===== config.mk =====
export PLATFORM = sky130hd
export DESIGN_NAME = fetch_queue_stage
export DESIGN_NICKNAME = d
export VERILOG_FILES = /design/src/rtl/fetch_pkg.sv /design/src/rtl/fetch_queue_fifo.sv /design/src/rtl/fetch_queue_stage.sv
export SDC_FILE = /design/constraint.sdc
export NUM_CORES = 1
export LEC_CHECK = 0
export BUFFER_PORTS_ARGS = -buffer_cell sky130_fd_sc_hd__buf_2
export CORE_MARGIN = 5
export CORE_UTILIZATION = 60
export CTS_CLUSTER_SIZE = 28
export DETAILED_ROUTE_END_ITERATION = 6
export GPL_TIMING_DRIVEN = 0
export MAX_ROUTING_LAYER = met4
export PLACE_DENSITY = 0.83
export SLEW_MARGIN = 20
export SYNTH_ARGS = -nofsm -noshare
export SYNTH_HDL_FRONTEND = slang
export SYNTH_HIERARCHICAL = 1
export SYNTH_SLANG_ARGS = --single-unit

===== constraint.sdc =====
create_clock -name clk -period 4 [get_ports clk]
set_input_delay 0.4 -clock clk [delete_from_list [all_inputs] [get_ports clk]]
set_output_delay 0.4 -clock clk [all_outputs]
set_load 0.01 [all_outputs]

===== src/rtl/fetch_pkg.sv =====
// Shared definitions for the fetch queue stage.
//   DEF_*          default parameter values for fetch_queue_stage
//   fetch_entry_t  {pc, instruction} record as buffered toward decode
//   sat_add32      32-bit saturating add used by the optional perf counters
package fetch_pkg;

  localparam int unsigned         DEF_INSTR_W  = 33;
  localparam int unsigned         DEF_PC_W     = 33;
  localparam logic [DEF_PC_W-1:0] DEF_RESET_PC = '0;
  localparam int unsigned         DEF_PC_STEP  = 4;
  localparam int unsigned         DEF_DEPTH    = 4;

  typedef struct packed {
    logic [DEF_PC_W-1:0]    pc;
    logic [DEF_INSTR_W-1:0] instruction;
  } fetch_entry_t;

  function automatic logic [31:0] sat_add32(input logic [31:0] a, input logic [31:0] inc);
    logic [32:0] sum;
    sum = {1'b0, a} + {1'b0, inc};
    return sum[32] ? '1 : sum[31:0];
  endfunction

endpackage


===== src/rtl/fetch_queue_fifo.sv =====
// Circular-buffer FIFO with wrapping pointers, occupancy count and synchronous flush.
// The head entry is read straight out of the storage registers, so a written entry
// is visible on head the cycle after it is pushed.
// Ports:
//   clk        rising-edge clock
//   reset      asynchronous active-low reset (storage, pointers, count cleared)
//   flush      empty the FIFO; overrides push and pop
//   push       write push_data (ignored when full and not popping)
//   push_data  entry to write
//   pop        drop the head entry (ignored when empty)
//   head       oldest entry
//   count      number of valid entries, 0..DEPTH
module fetch_queue_fifo #(
  parameter int unsigned WIDTH = 8,
  parameter int unsigned DEPTH = 4
) (
  input  logic                     clk,
  input  logic                     reset,
  input  logic                     flush,
  input  logic                     push,
  input  logic [WIDTH-1:0]         push_data,
  input  logic                     pop,
  output logic [WIDTH-1:0]         head,
  output logic [$clog2(DEPTH):0]   count
);

  localparam int unsigned PTR_W = $clog2(DEPTH);
  localparam int unsigned CNT_W = PTR_W + 1;

  logic [WIDTH-1:0] mem_q [DEPTH];
  logic [PTR_W-1:0] wr_ptr_q;
  logic [PTR_W-1:0] rd_ptr_q;
  logic [CNT_W-1:0] count_q;
  logic             do_push;
  logic             do_pop;

  always_comb begin
    do_pop  = pop && !flush && (count_q != '0);
    // Full is fine as long as the head leaves in the same cycle.
    do_push = push && !flush && ((count_q != CNT_W'(DEPTH)) || do_pop);
  end

  always_ff @(posedge clk or negedge reset) begin
    if (!reset) begin
      for (int unsigned i = 0; i < DEPTH; i++) begin
        mem_q[i] <= '0;
      end
      wr_ptr_q <= '0;
      rd_ptr_q <= '0;
      count_q  <= '0;
    end else if (flush) begin
      wr_ptr_q <= '0;
      rd_ptr_q <= '0;
      count_q  <= '0;
    end else begin
      if (do_push) begin
        mem_q[wr_ptr_q] <= push_data;
        wr_ptr_q        <= wr_ptr_q + 1'b1;
      end
      if (do_pop) begin
        rd_ptr_q <= rd_ptr_q + 1'b1;
      end
      unique case ({do_push, do_pop})
        2'b10:   count_q <= count_q + 1'b1;
        2'b01:   count_q <= count_q - 1'b1;
        default: count_q <= count_q;
      endcase
    end
  end

  assign head  = mem_q[rd_ptr_q];
  assign count = count_q;

endmodule


===== src/rtl/fetch_queue_stage.sv =====
// Instruction fetch stage: owns the fetch PC, issues in-order requests to instruction
// memory, buffers {pc, instruction} pairs in a DEPTH-entry queue and hands them to
// decode over valid/ready. A redirect flushes the queue and drops in-flight responses.
// Optional feature: define FETCH_PERF_CNT_EN to add 32-bit saturating perf counters.
// Ports:
//   clk, reset                       clock (rising edge), async active-low reset
//   hold                             stall issue and dequeue (responses still land)
//   redirect_valid, redirect_pc      branch/jump redirect, highest priority
//   imem_req_valid/ready, imem_addr  request channel to instruction memory
//   imem_rsp_valid, imem_rsp_data    in-order response channel, no backpressure
//   out_valid/ready, out_instruction, out_pc   head entry toward decode
//   perf_fetched/flushed/stall       (FETCH_PERF_CNT_EN only) dequeues, discarded
//                                    entries plus dropped responses, idle-output cycles
module fetch_queue_stage
  import fetch_pkg::*;
#(
  parameter int unsigned     INSTR_W  = DEF_INSTR_W,
  parameter int unsigned     PC_W     = DEF_PC_W,
  parameter logic [PC_W-1:0] RESET_PC = PC_W'(DEF_RESET_PC),
  parameter int unsigned     PC_STEP  = DEF_PC_STEP,
  parameter int unsigned     DEPTH    = DEF_DEPTH
) (
  input  logic               clk,
  input  logic               reset,
  input  logic               hold,
  input  logic               redirect_valid,
  input  logic [PC_W-1:0]    redirect_pc,
  output logic               imem_req_valid,
  input  logic               imem_req_ready,
  output logic [PC_W-1:0]    imem_addr,
  input  logic               imem_rsp_valid,
  input  logic [INSTR_W-1:0] imem_rsp_data,
  output logic               out_valid,
  input  logic               out_ready,
  output logic [INSTR_W-1:0] out_instruction,
  output logic [PC_W-1:0]    out_pc
`ifdef FETCH_PERF_CNT_EN
  ,
  output logic [31:0]        perf_fetched,
  output logic [31:0]        perf_flushed,
  output logic [31:0]        perf_stall
`endif
);

  localparam int unsigned CNT_W   = $clog2(DEPTH) + 1;
  localparam int unsigned ENTRY_W = PC_W + INSTR_W;

  logic [PC_W-1:0]    fetch_pc_q, fetch_pc_d;
  logic [CNT_W-1:0]   drop_cnt_q, drop_cnt_d;
  logic [CNT_W-1:0]   q_count;
  logic [CNT_W-1:0]   outstanding;
  logic [CNT_W:0]     credit_used;
  logic [ENTRY_W-1:0] q_head;
  logic [PC_W-1:0]    pcq_head;
  logic               req_accept;
  logic               rsp_drop;
  logic               rsp_keep;
  logic               deq;

  // Issue credit covers both queued entries and live requests, so every kept
  // response is guaranteed a queue slot. Reset gates the valid so nothing is
  // requested while the stage is held in reset.
  always_comb begin
    credit_used    = {1'b0, q_count} + {1'b0, outstanding};
    imem_req_valid = reset && !hold && !redirect_valid &&
                     (credit_used < (CNT_W + 1)'(DEPTH));
    imem_addr      = fetch_pc_q;
    req_accept     = imem_req_valid && imem_req_ready;
  end

  // Responses belonging to requests issued before a redirect are dropped, including
  // one that arrives in the redirect cycle itself.
  always_comb begin
    rsp_drop = imem_rsp_valid && (redirect_valid || (drop_cnt_q != '0));
    rsp_keep = imem_rsp_valid && !rsp_drop;
  end

  always_comb begin
    out_valid = (q_count != '0) && !hold;
    deq       = out_valid && out_ready && !redirect_valid;
  end

  always_comb begin
    fetch_pc_d = fetch_pc_q;
    if (redirect_valid) begin
      fetch_pc_d = redirect_pc;
    end else if (req_accept) begin
      fetch_pc_d = fetch_pc_q + PC_W'(PC_STEP);
    end
  end

  // Every live request becomes a pending drop on redirect; consecutive redirects
  // keep adding to the same counter.
  always_comb begin
    drop_cnt_d = drop_cnt_q;
    if (redirect_valid) begin
      drop_cnt_d = drop_cnt_q + outstanding - CNT_W'(imem_rsp_valid);
    end else if (rsp_drop) begin
      drop_cnt_d = drop_cnt_q - 1'b1;
    end
  end

  always_ff @(posedge clk or negedge reset) begin
    if (!reset) begin
      fetch_pc_q <= RESET_PC;
      drop_cnt_q <= '0;
    end else begin
      fetch_pc_q <= fetch_pc_d;
      drop_cnt_q <= drop_cnt_d;
    end
  end

  // PC FIFO: address of each live request. A redirect empties it, so it only ever
  // tracks requests whose responses will be kept; its occupancy is the outstanding
  // count, and dropped responses never pop it.
  fetch_queue_fifo #(
    .WIDTH(PC_W),
    .DEPTH(DEPTH)
  ) u_pc_fifo (
    .clk       (clk),
    .reset     (reset),
    .flush     (redirect_valid),
    .push      (req_accept),
    .push_data (fetch_pc_q),
    .pop       (rsp_keep),
    .head      (pcq_head),
    .count     (outstanding)
  );

  fetch_queue_fifo #(
    .WIDTH(ENTRY_W),
    .DEPTH(DEPTH)
  ) u_instr_queue (
    .clk       (clk),
    .reset     (reset),
    .flush     (redirect_valid),
    .push      (rsp_keep),
    .push_data ({pcq_head, imem_rsp_data}),
    .pop       (deq),
    .head      (q_head),
    .count     (q_count)
  );

  assign out_pc          = q_head[ENTRY_W-1 -: PC_W];
  assign out_instruction = q_head[INSTR_W-1:0];

`ifdef FETCH_PERF_CNT_EN
  logic [31:0] perf_fetched_q;
  logic [31:0] perf_flushed_q;
  logic [31:0] perf_stall_q;
  logic [31:0] flush_inc;

  always_comb begin
    flush_inc = (redirect_valid ? 32'(q_count) : 32'd0) + 32'(rsp_drop);
  end

  always_ff @(posedge clk or negedge reset) begin
    if (!reset) begin
      perf_fetched_q <= '0;
      perf_flushed_q <= '0;
      perf_stall_q   <= '0;
    end else begin
      perf_fetched_q <= sat_add32(perf_fetched_q, 32'(deq));
      perf_flushed_q <= sat_add32(perf_flushed_q, flush_inc);
      perf_stall_q   <= sat_add32(perf_stall_q, 32'(!out_valid));
    end
  end

  assign perf_fetched = perf_fetched_q;
  assign perf_flushed = perf_flushed_q;
  assign perf_stall   = perf_stall_q;
`endif

endmodule


==> summary.md, run 1 <==
| Metric | Value |
|---|---|
| Final Hold Fails | `0` |
| Clock power share | `38.5%` |
| Sequential fraction of design power | `45.2%` |
| Synth cell types | `61` |
| Yosys top cell area share | `54.8%` |
| DR vias/cell | `6.01` |
| Number of synthesized flops with an enable pin | `0` |
| Antenna Violating Nets Remaining | `0` |
| CTS sink cnt | `446` |
| Fill count | `2165` |
| Clock Path Buffers | `3` |
| PwrDens | `497 nW/um^2` |
| Worst R2R Path Depth | `11` |
| DIE HEIGHT | `194 um` |
| Flops & latches, synth | `446` |
| Required @ worst endpoint | `4.41 ns` |
| Sw Pwr | `2.96 mW` |
| Layout cell share with drive strength beyond 1 | `44.0%` |
| Die area | `37700 um^2` |
| Critical path destination | `u_pc_fifo/mem_q[124]` |
| Setup Crit Path Kind | `input port to flop` |
| Switching part of the total | `25.0%` |
| GP Congestion | `0.934` |
| Register clock-pin slew on the reported worst setup and hold paths | `0.06 ns` |
| Starting Density | `60.7%` |
| I/O Buffers | `173` |
| Worst-Margin Slew | `0.905 ns` |
| Synthesized instance count | `1319` |
| Relative slew slack | `39.7%` |
| Reg2reg start | `u_instr_queue/count[1]` |
| Hold/Removal Path Class | `input port to flop` |
| Crit path DAT | `4.16 ns` |
| Area growth syn-to-layout | `17.0%` |
| Final Instance Area | `23800 um^2` |
| Worst skew pair latency | `0.54 ns` |
| Max-slew violation count | `0` |
| Crit path time final | `3.76 ns` |
| Final core utilization | `71.0%` |
| First-pass GRT wire length | `74.1 mm` |
| Outcome | `finished, final reports clean` |
| R2r endpoint | `u_pc_fifo/mem_q[124]` |
| Synth Net Count | `1411` |
| Worst vdd ir | `293 uV` |
| Post-synth top cells | `446 x dfrtp_1, 270 x mux2_2, 133 x mux2_1, 99 x mux4_2, 51 x nand2_1` |
| CTS H-Tree Depth | `2` |
| Die width | `194 um` |
| GRT Util Overall | `25.0%` |
| Vias in the first global route | `13474` |
| Initial antenna violation count | `0` |
| Crit path max fanout | `48` |
| Fmax | `266 MHz` |
| Post-route DRC | `0` |
| Hold Startpoint | `redirect_pc[3]` |
| Largest net degree at the start of global routing | `73` |
| Worst reg-to-reg setup slack | `0.79 ns` |
| Post-synth top area cell | `dfrtp_1` |
| Internal | `8.87 mW` |
| # rows | `67` |
| Warnings from Yosys | `6` |
| Final setup fails | `0` |
| TritonCTS buffer count | `46` |
| Final Skew | `0.0200 ns` |
| Dpl hpwl | `30.7 mm` |
| Routed WL per cell | `22.1 um` |
| CTS tree | `yes` |
| Critical Path Source Type | `input port` |
| Total I/O pin count | `174` |
| Clk root buf | `clkbuf_16` |
| CP Capture Type | `flop` |
| DRT iter0 DRCs | `769` |
| Core Footprint | `33500 um^2` |
| Placed Instance Area | `21900 um^2` |
| Post-synthesis sequential area ratio | `54.8%` |
| Routed WL | `45.2 mm` |
| Fraction of the cycle the final worst path needs | `93.9%` |
| Crit path from | `reset` |
| GR Overflow Total | `0` |
| Max Cap Viol | `0` |
| Mean Syn Cell Area | `15.4 um^2` |
| Synth Flop Type | `dfrtp_1` |
| Nets | `1646` |
| Vias | `12251` |
| Count leader, synth | `dfrtp_1` |
| Synthesized area | `20400 um^2` |
| RSZ-0062 raised after global routing | `false` |
| Combinational Power Share | `16.3%` |
| Ys async rst share | `100%` |
| DR pass1 iterations | `5` |
| Synth area leaders | `dfrtp_1 55%, mux2_2 15%, mux4_2 11%` |
| Ant. Diodes | `0` |
| Leak | `11.7 nW` |
[layout make-up]
class | count | area [um^2] | share of cell area (%)
Sequential cell | 446 | 11200 | 46.9
Multi-Input combinational cell | 777 | 8610 | 36.2
Clock buffer | 74 | 1470 | 6.18
Timing Repair Buffer | 187 | 1210 | 5.09
Tap cell | 448 | 561 | 2.35
Buffer | 77 | 523 | 2.20
Clock inverter | 12 | 193 | 0.809
Inverter | 19 | 71.3 | 0.300
[flip-flops by register name (all words and copies together), names as in the netlist]
name and cells:
drop_cnt_q 3, imem_addr 33, u_instr_queue/count 3, u_instr_queue/mem_q 264, u_instr_queue/rd_ptr_q 2, u_instr_queue/wr_ptr_q 2, u_pc_fifo/count 3, u_pc_fifo/mem_q 132
u_pc_fifo/rd_ptr_q 2, u_pc_fifo/wr_ptr_q 2
[cells by family (layout without fill, tap and decap cells)]
family,after synthesis,after routing,share of synthesized area [%]
AOI/OAI and AO/OA,63,63,2.07
xor gates and xnor gates,17,17,0.732
adders and majority gates,19,19,1.28
buffers and inverters,96,369,2.90
DFF,446,446,54.8
muxes,507,507,33.5
and+or+nand+nor,171,171,4.70
[metrics by stage]
step	setup WS (ns)	setup TNS, ns	power [mW]	cells	hold WS [ns]
floorplan	1.06	0	6.50	1319	0.104
detailed placement	-1.00	-131.66	7.33	1945	0.372
CTS	0.0425	0	11.9	2039	0.0588
finish	0.242	0	11.8	2040	0.0749
global placement	-6.51	-3686.14	7.21	1940	0.468
global route	0.0407	0	12.4	2040	0.0683
[what timing repair did]
action | in CTS | in global routing
hold buffers | 5 | 0
endpoints found under the hold margin | 63 | 0
pin swaps | 1 | 0
gates resized for setup | 1 | 2
setup endpoints to repair | 136 | 121
gates cloned | 2 | 1
setup buffers | 1 | 0
[worst min path at each step]
stage | slack, ns | cells after the start | end
floorplan | 0.10 | 0 | drop_cnt_q[0]
global route | 0.07 | 3 | imem_addr[12]
finish | 0.07 | 3 | imem_addr[3]
detailed placement | 0.37 | 1 | u_instr_queue/mem_q[198]
CTS | 0.06 | 3 | imem_addr[3]
global placement | 0.47 | 1 | u_pc_fifo/mem_q[58]
[critical path, stage by stage]
cell           delay, ns
dlygate4sd3_1       0.59
buf_12              0.14
buf_16              0.14
buf_16              0.24
buf_16              0.25
nor4b_1             0.31
nand4_1             0.17
clkinv_1            0.23
clkbuf_4            0.28
clkbuf_4            0.28
nor3b_2             0.19
buf_4               0.23
nand2_4             0.13
buf_6               0.18
mux2_1              0.34
[power by group through the flow]
stage	registers, mW	clock network, mW	logic [mW]
floorplan	5.30	0	1.20
global placement	5.37	0	1.83
detailed placement	5.42	0	1.91
CTS	5.34	4.64	1.95
global route	5.41	4.85	2.11
finish	5.35	4.55	1.93
[cell usage in the layout, fill, tap and decap left out, drive strengths merged, types with 13 or more instances in the layout]
cell and n:
buf 235, clkbuf 99, dfrtp 446, ha 16, inv 18, mux2 403, mux4 99, nand2 55
nand3 17, nand4 14, nor2 28, nor3 13, o21ai 22, xnor2 14
[metal layers]
metal  part of all wire, %  track usage, %  up-vias
met5                     0               -        -
met4                   1.8            4.95        0
met3                   5.3            3.53       78
met2                    50            40.7      370
met1                    43            34.6     6427
li1                      -               -     5376
Note: power is estimated with default switching activity, not from simulation.
==> run 2, diff against run 1 <==
Settings changed: BUFFER_PORTS_ARGS -buffer_cell sky130_fd_sc_hd__buf_2 to default, CORE_UTILIZATION 60 to 64, DONT_BUFFER_PORTS from default to 1, PLACE_DENSITY 0.83 to 0.87.
==> run 2 against run 1 <==
  * The run now ends with hold timing left
  * Global-route usage is 1.8 points higher
  * Hold slack got worse by 0.51 ns
  * Routed wire length grew 1.1%
  * Combinational power is 20% lower
  * Non-clock buffer count fell by 150
  * Clock skew fell by 0.0061 ns
  * Clock power fell by 9.2%
  * Final cell count fell by 10%
==> summary.md, run 2 (synthesis gave the netlist of run 1 again) <==
| Metric | Value |
|---|---|
| Outcome | `finished, violations left` |
| Violated checks | `hold timing` |
| Leak | `10.9 nW (-7.4%)` |
| Final setup fails | `0 (unchanged)` |
| Nets | `1495 (-9.2%)` |
| Area growth syn-to-layout | `11.5%` |
| Dpl hpwl | `29.7 mm (-3.4%)` |
| Hold/Removal Path Class | `input port to asynchronous set/reset pin` |
| CTS H-Tree Depth | `2 (unchanged)` |
| Routed WL | `45.7 mm (+1.1%)` |
| Critical Path Source Type | `flop` |
| Relative slew slack | `30.6% (-9.1 points)` |
| Final Instance Area | `22700 um^2 (-4.7%)` |
| Most frequent cells in the layout | `446 x dfrtp_1, 270 x mux2_2, 133 x mux2_1` |
| Placed Instance Area | `20900 um^2 (-4.9%)` |
| Crit path max fanout | `13 (-73%)` |
| Worst vdd ir | `345 uV (+18%)` |
| Worst skew pair latency | `0.53 ns (about the same)` |
| DIE HEIGHT | `188 um (-3.0%)` |
| Met3 WL | `3.06 mm (+28%)` |
| Die area | `35500 um^2 (-5.9%)` |
| I/O Buffers | `0 (-100%)` |
| TritonCTS buffer count | `45 (-2.2%)` |
| Final Hold Fails | `446 (+446)` |
| Initial antenna violation count | `1 (+1)` |
| Max-slew violation count | `0 (unchanged)` |
| Antenna Violating Nets Remaining | `0 (unchanged)` |
| GR Overflow Total | `0 (unchanged)` |
| Clock Path Buffers | `3 (unchanged)` |
| Setup Crit Path Kind | `flop to flop` |
| DR vias/cell | `6.42 (+6.9%)` |
| GRT Util Overall | `26.8% (+1.8 points)` |
| Max Cap Viol | `0 (unchanged)` |
| Max reg flops | `264 (unchanged)` |
| DRT iter0 DRCs | `676 (-12%)` |
| DR pass1 iterations | `5 (unchanged)` |
| Fraction of the cycle the final worst path needs | `92.0% (-1.9 points)` |
| GP Congestion | `0.911 (-2.4%)` |
| Vias in the first global route | `12773 (-5.2%)` |
| Setup TNS | `0 ns (unchanged)` |
| Final Skew | `0.0139 ns (-0.00612 ns)` |
| Worst-Margin Slew | `1.04 ns (+0.136 ns)` |
| Fill count | `1993 (-7.9%)` |
| Commonest non-fill, non-tap cell in the layout | `dfrtp_1` |
| Post CTS Setup Buffer Count | `0 (-1)` |
| Crit path time final | `3.68 ns (-0.0772 ns)` |
| Met2 WL post-DR | `22.7 mm (+0.71%)` |
| Hold slack | `-0.431 ns (-0.506 ns)` |
| CP Capture Type | `flop` |
| RSZ-0062 raised after global routing | `false` |
| Uppermost layer routed | `met4` |
| Die width | `188 um (-3.0%)` |
| Clk root buf | `clkbuf_16` |
| PwrDens | `487 nW/um^2 (-2.0%)` |
| Fmax | `272 MHz (+2.1%)` |
| Reg with most FFs | `u_instr_queue/mem_q` |
| Total I/O pin count | `174 (unchanged)` |
| Core Footprint | `31500 um^2 (-6.1%)` |
| Routed WL per cell | `24.9 um (+12%)` |
| Register clock-pin slew on the reported worst setup and hold paths | `0.06 ns (about the same)` |
| Vias | `11789 (-3.8%)` |
| Largest net degree at the start of global routing | `448 (+510%)` |
| CTS sink cnt | `446 (unchanged)` |
| Starting Density | `64.7% (+4.0 points)` |
| Length of routed wiring on met1 | `18.9 mm (-2.7%)` |
| Layout cell share with drive strength beyond 1 | `35.2% (-8.7 points)` |
| CTS tree | `yes` |
| # rows | `65 (-3.0%)` |
| Crit path DAT | `4.08 ns (-0.08 ns)` |
| Area of the multi-input gates | `8610 um^2 (unchanged)` |
| First-pass GRT wire length | `73.4 mm (-0.90%)` |
| Required @ worst endpoint | `4.40 ns (about the same)` |
| Post-route DRC | `0 (unchanged)` |
| Reg area | `11200 um^2 (unchanged)` |
## run 2: changes by cell type in the layout (fill, tap and decap cells not counted), sizes merged
cell         change
buf            -180
dlygate4sd3     +35
clkbuf          -13
clkinv           +3
bufbuf           -2
bufinv           -1
clkinvlp         -1
diode            +1
## run 2: path summary, 6_finish.rpt
path / startpoint / to / slack (ns) / depth (start not counted)
hold / removal: reset / u_instr_queue/mem_q[73] / -0.43 / 0
hold reg to reg: u_pc_fifo/mem_q[37] / u_pc_fifo/mem_q[37] / 0.49 / 1
min in group clk: imem_rsp_data[6] / u_instr_queue/mem_q[138] / 0.02 / 1
max in group asynchronous: reset / u_instr_queue/mem_q[24] / 3.58 / 0
setup reg to reg: u_instr_queue/count[1] / u_pc_fifo/mem_q[51] / 0.32 / 11
setup / recovery: u_instr_queue/count[1] / u_pc_fifo/mem_q[51] / 0.32 / 11
## run 2: worst max-delay path, stage by stage, from the launching register on
cell and delay [ns]:
dfrtp_1 0.48, ha_1 0.25, nor4b_1 0.29, nand4_1 0.38, clkinv_1 0.33, buf_2 0.33
buf_2 0.37, nor3b_2 0.22, buf_4 0.23, nand2_4 0.13, buf_6 0.18, mux2_1 0.32
## run 2: metrics by stage
step	std cells	util, %	setup slack (ns)	total power [mW]	hold WS (ns)
after floorplan	1319	-	1.06	6.50	0.104
after global placement	1721	66.3	0.242	6.83	0.119
after detailed placement	1721	66.3	0.424	6.94	0.122
after CTS	1826	71.8	0.377	11.1	-0.440
after global routing	1836	72.1	0.138	11.5	-0.453
final	1836	72.1	0.319	11.0	-0.431
## run 2: layout make-up
type                    instances  share of cell area [%]
inverters                      19                   0.314
multi-input cells             777                    38.0
plain buffers                  77                    2.28
flip-flops and latches        446                    49.2
diodes                          1                  0.0110
repair buffers                 37                    1.63
well taps                     402                    2.22
clock inverters                13                   0.750
clock buffers                  64                    5.63
## run 2: routing by layer
layer	up-vias	GRT usage, %
met2	377	42.9
met1	6255	35.9
met5	-	-
li1	5089	-
met3	68	5.74
met4	0	6.47
## run 2: repair_timing
action	in CTS	in global routing
hold buffers	28	9
gates resized for setup	0	0
hold endpoints to repair	482	461
## run 2: power breakdown
part | switching (mW) | internal (mW)
Clock | 1.66 | 2.47
Sequential | 0.375 | 5.01
Combinational | 0.735 | 0.804
